===== src/rtl/flip_pkg.sv =====
// Shared definitions for the sign-flip datapath: the operation encoding,
// the default magnitude width, and the helper that derives a result sign.
package flip_pkg;

    localparam int MAG_W_DEFAULT = 8;

    typedef enum logic [1:0] {
        OP_FLIP = 2'b00,
        OP_ABS  = 2'b01,
        OP_NABS = 2'b10,
        OP_PASS = 2'b11
    } flip_op_e;

    // Sign of the result for a given operand sign and operation; the
    // magnitude is never touched, so the sign is all that needs deciding.
    function automatic logic opSign(input logic signIn, input flip_op_e opSel);
        logic s;
        s = signIn;
        case (opSel)
            OP_FLIP: s = ~signIn;
            OP_ABS:  s = 1'b0;
            OP_NABS: s = 1'b1;
            OP_PASS: s = signIn;
            default: s = signIn;
        endcase
        return s;
    endfunction

endpackage


===== src/rtl/flip_skid.sv =====
// Two-entry skid buffer with valid/ready on both sides. The head entry
// drives the output directly, so a result appears one cycle after it is
// accepted into an empty buffer. Accepting is allowed whenever fewer than
// two entries are held, which means a stalled consumer never loses data.
module flip_skid #(
    parameter int WIDTH = 9
) (
    input  logic             clk,
    input  logic             rst,
    input  logic [WIDTH-1:0] inData,
    input  logic             inValid,
    output logic             inReady,
    output logic [WIDTH-1:0] outData,
    output logic             outValid,
    input  logic             outReady
);

    logic [1:0]       count;
    logic [WIDTH-1:0] headData;
    logic [WIDTH-1:0] tailData;
    logic             push;
    logic             pop;

    // Handshake qualifiers; reset holds the input side closed.
    always_comb begin
        inReady  = 1'b0;
        outValid = 1'b0;
        if (!rst) begin
            inReady = (count != 2'd2);
        end
        outValid = (count != 2'd0);
        push     = inValid && inReady;
        pop      = outValid && outReady;
    end

    // Occupancy and storage update. The head is always the oldest entry;
    // a simultaneous push and pop with one entry held replaces the head,
    // and a pop with two entries held shifts the tail forward.
    always_ff @(posedge clk or posedge rst) begin
        if (rst) begin
            count    <= 2'd0;
            headData <= '0;
            tailData <= '0;
        end else begin
            case (count)
                2'd0: begin
                    if (push) begin
                        headData <= inData;
                        count    <= 2'd1;
                    end
                end
                2'd1: begin
                    if (push && pop) begin
                        headData <= inData;
                    end else if (push) begin
                        tailData <= inData;
                        count    <= 2'd2;
                    end else if (pop) begin
                        count    <= 2'd0;
                    end
                end
                default: begin
                    if (pop) begin
                        headData <= tailData;
                        count    <= 2'd1;
                    end
                end
            endcase
        end
    end

    assign outData = headData;

endmodule


===== src/rtl/flip_9bit.sv =====
// Sign-magnitude sign manipulator with a registered valid/ready output.
// The sign bit is rewritten according to op (or always flipped when
// OP_FLIP_DEFAULT is nonzero); the magnitude passes through untouched.
// Optional build macro FLIP_9BIT_ZERO_NORM_EN: when defined, a zero
// magnitude always gets a positive sign, so negative zero never appears.
module flip_9bit
    import flip_pkg::*;
#(
    parameter int MAG_W           = MAG_W_DEFAULT,
    parameter int OP_FLIP_DEFAULT = 1
) (
    input  logic           clk,
    input  logic           rst,
    input  logic [MAG_W:0] inputA,
    input  logic [1:0]     op,
    input  logic           in_valid,
    output logic           in_ready,
    output logic [MAG_W:0] out,
    output logic           out_valid,
    input  logic           out_ready,
    output logic           neg_zero
);

    flip_op_e       effOp;
    logic           resultSign;
    logic [MAG_W:0] resultData;

    // Build the result word ahead of the buffer: choose the effective
    // operation, derive the new sign, and optionally normalise zero.
    always_comb begin
        effOp      = (OP_FLIP_DEFAULT != 0) ? OP_FLIP : flip_op_e'(op);
        resultSign = opSign(inputA[MAG_W], effOp);
`ifdef FLIP_9BIT_ZERO_NORM_EN
        if (inputA[MAG_W-1:0] == '0) begin
            resultSign = 1'b0;
        end
`endif
        resultData = {resultSign, inputA[MAG_W-1:0]};
    end

    flip_skid #(
        .WIDTH (MAG_W + 1)
    ) u_skid (
        .clk      (clk),
        .rst      (rst),
        .inData   (resultData),
        .inValid  (in_valid),
        .inReady  (in_ready),
        .outData  (out),
        .outValid (out_valid),
        .outReady (out_ready)
    );

    // Negative-zero flag follows the presented result and is only
    // meaningful alongside out_valid.
    always_comb begin
        neg_zero = 1'b0;
`ifndef FLIP_9BIT_ZERO_NORM_EN
        neg_zero = out_valid && out[MAG_W] && (out[MAG_W-1:0] == '0);
`endif
    end

endmodule


===== config.mk =====
export PLATFORM = sky130hd
export DESIGN_NAME = flip_9bit
export DESIGN_NICKNAME = d
export VERILOG_FILES = /design/src/rtl/flip_pkg.sv /design/src/rtl/flip_skid.sv /design/src/rtl/flip_9bit.sv
export SDC_FILE = /design/constraint.sdc
export NUM_CORES = 1
export LEC_CHECK = 0
export CAP_MARGIN = 20
export CORE_AREA = 5 5 52 54
export CTS_CLUSTER_SIZE = 28
export DETAILED_ROUTE_END_ITERATION = 12
export DIE_AREA = 0 0 57 59
export PLACE_DENSITY = 0.8
export SLEW_MARGIN = 15
export SYNTH_ARGS = -nofsm -noshare
export SYNTH_HDL_FRONTEND = slang
export SYNTH_HIERARCHICAL = 1
export SYNTH_SLANG_ARGS = --single-unit
export TNS_END_PERCENT = 100

===== constraint.sdc =====
create_clock -name clk -period 3.1 [get_ports clk]
set_input_delay 0.465 -clock clk [delete_from_list [all_inputs] [get_ports clk]]
set_output_delay 0.465 -clock clk [all_outputs]
set_load 0.05 [all_outputs]

==> reports/metrics.cfg <==
[run_status]
status = finished clean

[worst_setup_path]
cp_slowest_cell = clkdlybuf4s50_1
critPathMaxStageDelay_ns = 0.80
crit_path_end_kind = primary output
start_kind = flip-flop
crit_required_ns = 2.63
crit_arrival_ns = 2.08
crit_path_max_fanout = 3
worstPathCellList = nor4_1 -> and4_1 -> clkdlybuf4s50_1
crit_type = flip-flop to primary output

[logic_synthesis]
synth.avg_cell_area_um2 = 14.2
ys.flop_type = dfrtp_1
synth_edf_count = 0
ys_seq_area_share_pct = 51.9
ys_ff_latch = 20
ys_top_cells_by_count = mux2_2, dfrtp_1, inv_1
syn-num-nets = 83
syn_area_um2 = 963
ys_top_cells_by_area = dfrtp_1, mux2_2, a2bb2oi_4, inv_1, nand2b_1
syn_inst = 68
synth.most_common_cell = mux2_2
synth_top_cell_by_area = dfrtp_1
ys.warnings.count = 6
synth_top_area_share_pct = 51.9
async_reset_ff_share_pct = 100
yosysUniqueCellTypes = 17

[clock_tree]
cts_made_buffers = 3
tritoncts = yes
clock-sinks = 20
cts_hold_buf = 0
cts.clk_slew.worst_paths_ns = 0.11
cts_max_path_buffers = 2
cts_resized = 0
cts_setup_buffers = 0
cts_root_buffer = clkbuf_4
h-tree-depth = 1
clock_latency_ns = 0.30

[place]
place.port_buffers = 24
routabilityCongestion = 0.655
hpwl_um = 1360

[global_route]
overflow = 0
antenna_found_initial = 0
grt_start_max_net_pins = 21
grt_pass1_wl_um = 3110
grt_usage_pct = 12.3
grt_pass1_vias = 671

[floorplanning]
io_pins = 27
die_y_um = 59
core-area_um2 = 2170
num_rows = 17
start_util_pct = 44.4
dieWidth_um = 57
design.die.area_um2 = 3360

[sta]
clock.fmax_mhz = 393
slew_viol_final = 0
rsz0062_at_grt = false
fin_skew_ns = 0.00308
slew_headroom_pct = 51.5
finalSetupViolations = 0
fin_crit_sh_pct = 82.2
min_period_ns = 2.55
tns_ns = 0
hold_violations = 0
worst_pin_slew_ns = 0.726

[flow_run]
drv_cap = 0

[routing]
drt_wl_total_um = 1820
drcViolationCount = 0
via_per_inst = 5.05
dr_wl_met2_um = 898
final_antenna_net_count = 0
via_count = 621
drt-initial-drc-count = 3
dr_wl_met3_um = 84
top_layer = met4
wl_met1_um = 792
first_pass_iters = 3
routedWlPerCell_um = 14.8

[hold_path]
hold_class = flip-flop to flip-flop

[finish]
layout-area-overhead-vs-synth_pct = 31.4
drive_gt1_share_pct = 37.9
n_antenna_cell = 0
utilization_pct = 58.4
num-nets-final = 111
fill_cells = 193

[power_and_ir_drop]
power_density_nw_per_um2 = 753
p_leak_nw = 0.530
peakVddDrop_mv = 0.539

[per-layer routing]
metal  track usage [%]  vias up
li1                  -      300
met1              14.3      300
met2              20.6       17
met3              3.49        4
met4              6.95        0
met5                 0        -
[critical path: cells and delay by family, from the launching register on]
family,cells,cell delay (ns)
simple gates,2,0.57
buf+inv,1,0.80
flops,1,0.42
[layout by cell type, fill, tap and decap left out, types with 2 or more instances in the layout]
| cell type | n |
|---|---|
| buf_4 | 2 |
| clkbuf_4 | 3 |
| clkdlybuf4s50_1 | 24 |
| dfrtp_1 | 20 |
| inv_1 | 4 |
| mux2_2 | 27 |
| nand2b_1 | 2 |
| nor2b_1 | 2 |
| nor4_1 | 2 |
[worst paths after layout]
| path | from | endpoint | slack, ns | depth (start not counted) |
|---|---|---|---|---|
| setup / recovery | u_skid/outData[5] | neg_zero | 0.55 | 3 |
| hold / removal | u_skid/tailData[8] | u_skid/tailData[8] | 0.52 | 1 |
| setup reg to reg | u_skid/count[0] | u_skid/outData[3] | 1.60 | 3 |
| hold reg to reg | u_skid/tailData[8] | u_skid/tailData[8] | 0.52 | 1 |
| max in group asynchronous | rst | u_skid/outData[3] | 1.98 | 2 |
| min in group asynchronous | rst | u_skid/count[0] | 0.66 | 2 |
[registers in the layout, indices dropped and copies added (netlist names)]
register,count
u_skid/outData,9
u_skid/count,2
u_skid/tailData,9
[cells by family after synthesis]
family	count (synthesis)	synth area share [%]
multiplexers	27	31.6
AO/OA/AOI/OAI	5	5.71
flip-flops	20	51.9
AND/OR/NAND/NOR	9	6.75
buffers and inverters	7	4.03
[metrics by stage]
step	total power [mW]	hold WS [ns]	instances	cell area [µm²]	setup slack, ns
finish	0.953	0.516	123	1270	0.553
global route	1.01	0.539	123	1270	0.406
global placement	0.803	0.484	119	1230	0.775
CTS	0.965	0.518	123	1270	0.514
detailed placement	0.815	0.494	119	1230	0.761
floorplan	0.678	0.429	68	963	1.18
[power by group]
group | internal (mW) | switching, mW
logic | 0.178 | 0.224
clock network | 0.0717 | 0.0767
registers | 0.349 | 0.0546
[final cells by class]
type	instances	area, µm²	share of cell area [%]
tap	28	35.0	2.77
timing repair buffer	26	255	20.2
sequential	20	500	39.5
clock buffer	4	36.3	2.87
multi-input combinational	41	424	33.5
inverter	4	15.0	1.19
(Power assumes the default switching activity.)
